`src/rtl/dii_packet_fifo.sv`:
```
// Packet FIFO for DII channels: circular flit buffer with packet bookkeeping.
// Define OSD_DII_FIFO_DROP_EN to replace backpressure with whole-packet drop on overflow.
module dii_packet_fifo #(
  parameter int WIDTH      = 16,
  parameter int DEPTH      = 16,
  parameter int FULLPACKET = 0,
  localparam int CW        = $clog2(DEPTH) + 1
) (
  input  logic             clk,
  input  logic             rst,
  input  logic [WIDTH-1:0] in_data,
  input  logic             in_last,
  input  logic             in_valid,
  output logic             in_ready,
  output logic [WIDTH-1:0] out_data,
  output logic             out_last,
  output logic             out_valid,
  input  logic             out_ready,
  output logic [CW-1:0]    fill_level,
  output logic [CW-1:0]    packet_count,
  output logic [CW-1:0]    head_size
`ifdef OSD_DII_FIFO_DROP_EN
  ,
  output logic [15:0]      drop_count
`endif
);

  localparam int AW = CW - 1;

  logic [WIDTH:0]  mem     [DEPTH];
  logic [CW-1:0]   len_mem [DEPTH];
  logic [CW-1:0]   wr_ptr, rd_ptr;
  logic [CW-1:0]   len_wr, len_rd, len_cnt, pkt_cnt;
  logic            full, store, pop;

  // Pointers carry one extra wrap bit so full and empty are distinguishable.
  assign fill_level   = wr_ptr - rd_ptr;
  assign full         = (fill_level == CW'(DEPTH));
  assign packet_count = pkt_cnt;
  assign pop          = out_valid & out_ready;
  assign {out_last, out_data} = mem[rd_ptr[AW-1:0]];

  // NOTE: every always_comb output gets a default first so no latch is inferred.
  always_comb begin
    head_size = '0;
    if (pkt_cnt != '0) head_size = len_mem[len_rd[AW-1:0]];
  end

`ifdef OSD_DII_FIFO_DROP_EN
  typedef enum logic {ACCEPT, DISCARD} drop_state_t;

  drop_state_t   state, state_next;
  logic [CW-1:0] commit_ptr;
  logic          rewind;

  assign in_ready  = 1'b1;
  assign out_valid = (rd_ptr != commit_ptr);

  always_comb begin
    state_next = state;
    store      = 1'b0;
    rewind     = 1'b0;
    case (state)
      ACCEPT: begin
        if (in_valid) begin
          if (full) begin
            rewind = 1'b1;
            if (!in_last) state_next = DISCARD;
          end else begin
            store = 1'b1;
          end
        end
      end
      DISCARD: if (in_valid && in_last) state_next = ACCEPT;
      default: state_next = ACCEPT;
    endcase
  end

  always_ff @(posedge clk) begin
    if (rst) begin
      state      <= ACCEPT;
      commit_ptr <= '0;
      drop_count <= '0;
    end else begin
      state <= state_next;
      if (store && in_last) commit_ptr <= wr_ptr + 1'b1;
      if (rewind && drop_count != 16'hFFFF) drop_count <= drop_count + 1'b1;
    end
  end
`else
  logic empty;

  // in_ready looks only at registered state, so a same-cycle pop never frees a slot.
  assign empty     = (wr_ptr == rd_ptr);
  assign in_ready  = !full;
  assign store     = in_valid & in_ready;
  // The full escape lets packets longer than DEPTH drain before their last flit arrives.
  assign out_valid = (FULLPACKET != 0) ? ((pkt_cnt != '0) || full) : !empty;
`endif

  // NOTE: state updates use <= so every register samples pre-edge values.
  always_ff @(posedge clk) begin
    if (rst) begin
      wr_ptr  <= '0;
      rd_ptr  <= '0;
      len_wr  <= '0;
      len_rd  <= '0;
      len_cnt <= '0;
      pkt_cnt <= '0;
    end else begin
`ifdef OSD_DII_FIFO_DROP_EN
      if (rewind) begin
        wr_ptr  <= commit_ptr;
        len_cnt <= '0;
      end else
`endif
      if (store) begin
        wr_ptr  <= wr_ptr + 1'b1;
        len_cnt <= in_last ? '0 : len_cnt + 1'b1;
        if (in_last) len_wr <= len_wr + 1'b1;
      end
      if (pop) rd_ptr <= rd_ptr + 1'b1;
      if (pop && out_last) len_rd <= len_rd + 1'b1;
      if ((store && in_last) != (pop && out_last))
        pkt_cnt <= (store && in_last) ? pkt_cnt + 1'b1 : pkt_cnt - 1'b1;
    end
  end

  // NOTE: storage arrays have no reset; the pointers alone decide what is valid.
  always_ff @(posedge clk) begin
    if (store) begin
      mem[wr_ptr[AW-1:0]] <= {in_last, in_data};
      if (in_last) len_mem[len_wr[AW-1:0]] <= len_cnt + 1'b1;
    end
  end

endmodule

```
`config.mk`:
```
export PLATFORM = sky130hd
export DESIGN_NAME = dii_packet_fifo
export DESIGN_NICKNAME = d
export VERILOG_FILES = /design/src/rtl/dii_packet_fifo.sv
export SDC_FILE = /design/constraint.sdc
export NUM_CORES = 1
export LEC_CHECK = 0
export CORE_MARGIN = 10
export CORE_UTILIZATION = 35
export DETAILED_ROUTE_END_ITERATION = 6
export GPL_TIMING_DRIVEN = 0
export PLACE_DENSITY = 0.55
export REMOVE_ABC_BUFFERS = 1
export SLEW_MARGIN = 15
export SYNTH_ARGS = -nofsm -noshare
export SYNTH_HDL_FRONTEND = slang
export SYNTH_SLANG_ARGS = --single-unit
export TNS_END_PERCENT = 50
```
`constraint.sdc`:
```
create_clock -name clk -period 10.68 [get_ports clk]
set_input_delay 2.136 -clock clk [delete_from_list [all_inputs] [get_ports clk]]
set_output_delay 2.136 -clock clk [all_outputs]
set_load 0.02 [all_outputs]
```
# Word-level counts from Yosys, hierarchy flattened
# Memory sizes are Yosys's and may differ from the RTL's. A register that Yosys moved wholly into a read port is not among the register bits.
# Cells that the tools add are included.
classes:
  mux: 12
  addsub: 8
  bitwise_logic: 2
  eq_ne: 3
  reduce_logical: 6
op_table:
  columns: ["op", "n"]
  rows:
  - ["5-bit by 1-bit adder with 5-bit output, second input constant", 6]
  - ["4-bit 2-to-1 mux", 4]
  - ["5-bit 2-to-1 mux", 3]
  - ["5-bit == test", 1]
  - ["5-bit == test, second input constant", 1]
  - ["1-bit 2-to-1 mux", 5]
  - ["5-bit nonzero test", 1]
  - ["5-bit by 1-bit subtractor with 5-bit output, second input constant", 1]
  - ["5-bit subtractor", 1]
  - ["1-bit AND", 2]
  - ["1-bit logical AND", 2]
  - ["1-bit logical NOT", 2]
  - ["2-bit AND reduction", 1]
  - ["1-bit != test", 1]
word_totals:
  memories: 2
  out_inout_bits: 34
  word_cells: 39
  mem_bits_rw: 352
  inputBits: 21
  regBits: 30
memory_table:
  columns: ["memory", "depth", "word_bits", "rd", "rd_clocked_by_memory_dff", "write_ports", "line", "text"]
  rows:
  - ["mem", 16, 17, 1, 1, 1, "30", "logic [WIDTH:0] mem [DEPTH];"]
  - ["len_mem", 16, 5, 1, 1, 1, "31", "logic [CW-1:0] len_mem [DEPTH];"]

# Logic depth before layout (Yosys ltp)
# Gate-level depths: netlist of the first run.
logic_depth:
  ltp_word: 6
  mapped_depth: 16
  depth_no_buf: 15

# Least setup slack after synthesis of the first run
# OpenSTA, ideal clock, no wires.
synth_timing:
  path_type: "register to output"
  start: "reg with a tool-made name"
  end: "out out_data[4]"
  required_time_ns: 8.544
  slack_ns: 6.369
  n_path_buf: 2
  arrival_time_ns: 2.175
  path_stages_with_launch: 5
  cell_sequence: "dfxtp_1 -> buf_1 -> buf_2 -> mux4_2 -> mux4_1"
synth_lines:
  columns: ["item", "line", "text"]
  rows:
  - ["end, declared", "15", "output logic [WIDTH-1:0] out_data,"]

==> impl_metrics.toml, run 1 <==
[power_and_ir_drop]
switching_power_mw = 1.00
clkPwrFrac_pct = 35.0
power.density_nw_per_um2 = 218
intPower_mw = 2.90
swShare_pct = 25.6
p_seq_share_pct = 45.7
peakVddDrop_mv = 0.131
combPwrFrac_pct = 19.3
p_leak_nw = 5.61
totalPowerFinal_mw = 3.90

[clock_tree]
clock-sinks = 388
clk_pin_slew_worst_paths_ps = 60
tritoncts = "built"
h-tree-depth = 2
post_cts_buffers = 0
clockRootBuffer = "clkbuf_16"
insertion_delay_ps = 560
clockBufferDepth = 3
hold_buffers = 0
cts-resized-gates = 0
cts_made_buffers = 41

[grt]
grt_pass1_vias = 7522
antenna_found_initial = 0
grt_max_degree = 49
grt_pass1_wl_um = 48600
grtUsageTotal_pct = 12.3
overflow = 0

[timing]
fin_setup_tns_ps = 0
tightest_slew_ps = 1090
fin_crit_sh_pct = 51.6
drv_slew = 0
max_freq_ghz = 0.181
fin_skew_ps = 34.9
max_slew_margin_pct = 27.4
period_needed_ps = 5510
setup_viol = 0
rsz0062_at_grt = "false"
hold_viol_final = 0

[floorplan]
fp.dieArea_um2 = 52400
fp.dieW_um = 229
ioPinCount = 55
core_area_um2 = 43100
die_h_um = 229
initial_core_util_pct = 35.4
rows = 76

[job]
maxCapViolCount = 0

[final_layout]
final_common_cell = "edfxtp_1"
mostFrequentLayoutCells = "edfxtp_1, mux4_2, clkdlybuf4s50_1"
nets = 841
ff_latch_area_um2 = 11300
drive_gt1_share_pct = 23.8
multiInputGateArea_um2 = 3830
area_delta_synth_final_pct = 17.2
fillCellCount = 3772

[routing]
viasPerCell = 4.95
wire_per_inst_um = 22.6
drc = 0
wl_um = 31900
drt_pass1_iterations = 6
postRouteAntennaNets = 0
drt-initial-drc-count = 568
vias = 6996

[critical_path]
path_cells = "buf_12, buf_16, mux4_2, mux4_1, clkdlybuf4s50_1"
crit_path_max_incr_delay_ps = 580
worstSetupStartpointType = "register"
path_max_fanout = 27
cp.arrival_ps = 3380
cp_slowest_cell = "dfxtp_4"
critPathKind = "reg2out"
crit_required_ps = 8540
cp-end-kind = "output pin"

[logic_synthesis]
postSynthCellCount = 730
netlist_area_um2 = 15300
synth-edff-count = 352
synth_seq_area_share_pct = 74.0
synthDistinctLibCells = 42
ys_ff_latch = 388
synth-main-ff-cell = "edfxtp_1"
synthArstFlopShare_pct = 0
yosysWarningCount = 0
synth.avg_cell_area_um2 = 20.9

[place]
hpwl_um = 17600
io_buffer_count = 54
gp_congestion = 0.721

[run_status]
outcome = "complete, no violations"

[min_path]
hold_path_class = "reg2reg"
[Yosys cell counts (all sizes together), types with 8 or more instances]
master    n  area, um^2
edfxtp  352       10600
mux4    110        2500
dfxtp    36         721
nor2     35         131
and3     18         118
clkbuf   18        67.6
ha       18         225
xor2     17         149
buf      16        86.3
nand3    15        75.1
nor3     14        75.1
inv      12        45.0
a21oi    10        53.8
nor2b     8        50.1
[stage by stage]
stage	instance area [um^2]	util, %	hold slack, ps	cells	worst slack, ps
5_1_grt	17900	41.5	496	1413	4960
6_report	17900	41.5	479	1414	5170
3_3_place_gp	16400	38.0	479	1335	2620
3_5_place_dp	16600	38.5	488	1342	5120
2_1_floorplan	15100	-	452	696	4510
4_1_cts	17900	41.5	472	1413	5050
[critical path: cells and delay by family, from the launching register on]
family / cells / cell delay (ps)
buffers and inverters: 3 / 1140
flip-flops: 1 / 580
multiplexers: 2 / 1100
[routing by layer]
metal,up-vias,GRT usage (%),share of wire (%)
li1,3138,-,-
met1,3651,17.5,47
met2,159,18.6,46
met3,48,2.56,5.3
met4,0,3.68,2.0
met5,-,0,0
[cells by family after synthesis]
kind of cell / Yosys count / share of synthesized area (%)
xor+xnor: 24 / 1.38
buf+inv: 46 / 1.30
compound gates: 24 / 0.992
flops: 388 / 74.0
fa+ha+maj: 20 / 1.74
mux: 114 / 16.6
simple gates: 114 / 3.95
[worst paths after layout]
path / startpoint / to / slack, ps / cells after the start
setup reg to reg: wr_ptr[2] / packet_count[4] / 6670 / 12
setup / recovery: register / out_data[4] / 5170 / 5
hold / removal: len_rd[3] / register / 480 / 2
hold reg to reg: len_rd[3] / register / 480 / 2
[state kept, by name, indices dropped and copies added (netlist names), named ones only]
| name | cells |
|---|---|
| mem | 272 |
| len_rd | 4 |
| packet_count | 5 |
| wr_ptr | 5 |
| rd_ptr | 5 |
| len_mem | 80 |
| len_cnt | 5 |
| len_wr | 4 |
[cell type report]
cell class	count	area share, %
clock buffer	59	6.63
multi-input combinational	296	21.4
tap	585	4.09
inverter	12	0.252
timing repair buffer	61	3.77
antenna	1	0.0140
clock inverter	12	0.616
sequential	388	63.2
[power by group through the flow]
stage / clock network (mW) / logic, mW / registers, mW
after floorplan: 0 / 0.442 / 1.84
after global placement: 0 / 0.713 / 1.88
after detailed placement: 0 / 0.770 / 1.82
after CTS: 1.41 / 0.773 / 1.79
after global routing: 1.46 / 0.819 / 1.79
final: 1.37 / 0.755 / 1.78
No activity file was read; power rests on OpenSTA's default activity.
==> run 2: changes to the inputs <==
==> constraint.sdc (replaced) <==
create_clock -name clk -period 5.48 [get_ports clk]
set_input_delay 1.096 -clock clk [delete_from_list [all_inputs] [get_ports clk]]
set_output_delay 1.096 -clock clk [all_outputs]
set_load 0.02 [all_outputs]
==> results of run 2 <==
Same layout as run 1 (identical final DEF). Status: complete, no violations.
Among the figures that moved: setup slack after placement 5120 ps -> 964 ps; setup slack after layout 5170 ps -> 1010 ps; register-to-register setup slack 6670 ps -> 1470 ps; total power 3.90 mW -> 7.61 mW; worst IR drop on VDD 0.131 mV -> 0.255 mV
==> run 3: changes to the inputs <==
==> constraint.sdc (replaced) <==
create_clock -name clk -period 4.6 [get_ports clk]
set_input_delay 0.92 -clock clk [delete_from_list [all_inputs] [get_ports clk]]
set_output_delay 0.92 -clock clk [all_outputs]
set_load 0.02 [all_outputs]
==> results of run 3 <==
Same layout as run 1 (identical final DEF). Status: complete, no violations.
Among the figures that moved: setup slack after placement 5120 ps -> 260 ps; setup slack after layout 5170 ps -> 302 ps; register-to-register setup slack 6670 ps -> 590 ps; total power 3.90 mW -> 9.06 mW; worst IR drop on VDD 0.131 mV -> 0.304 mV
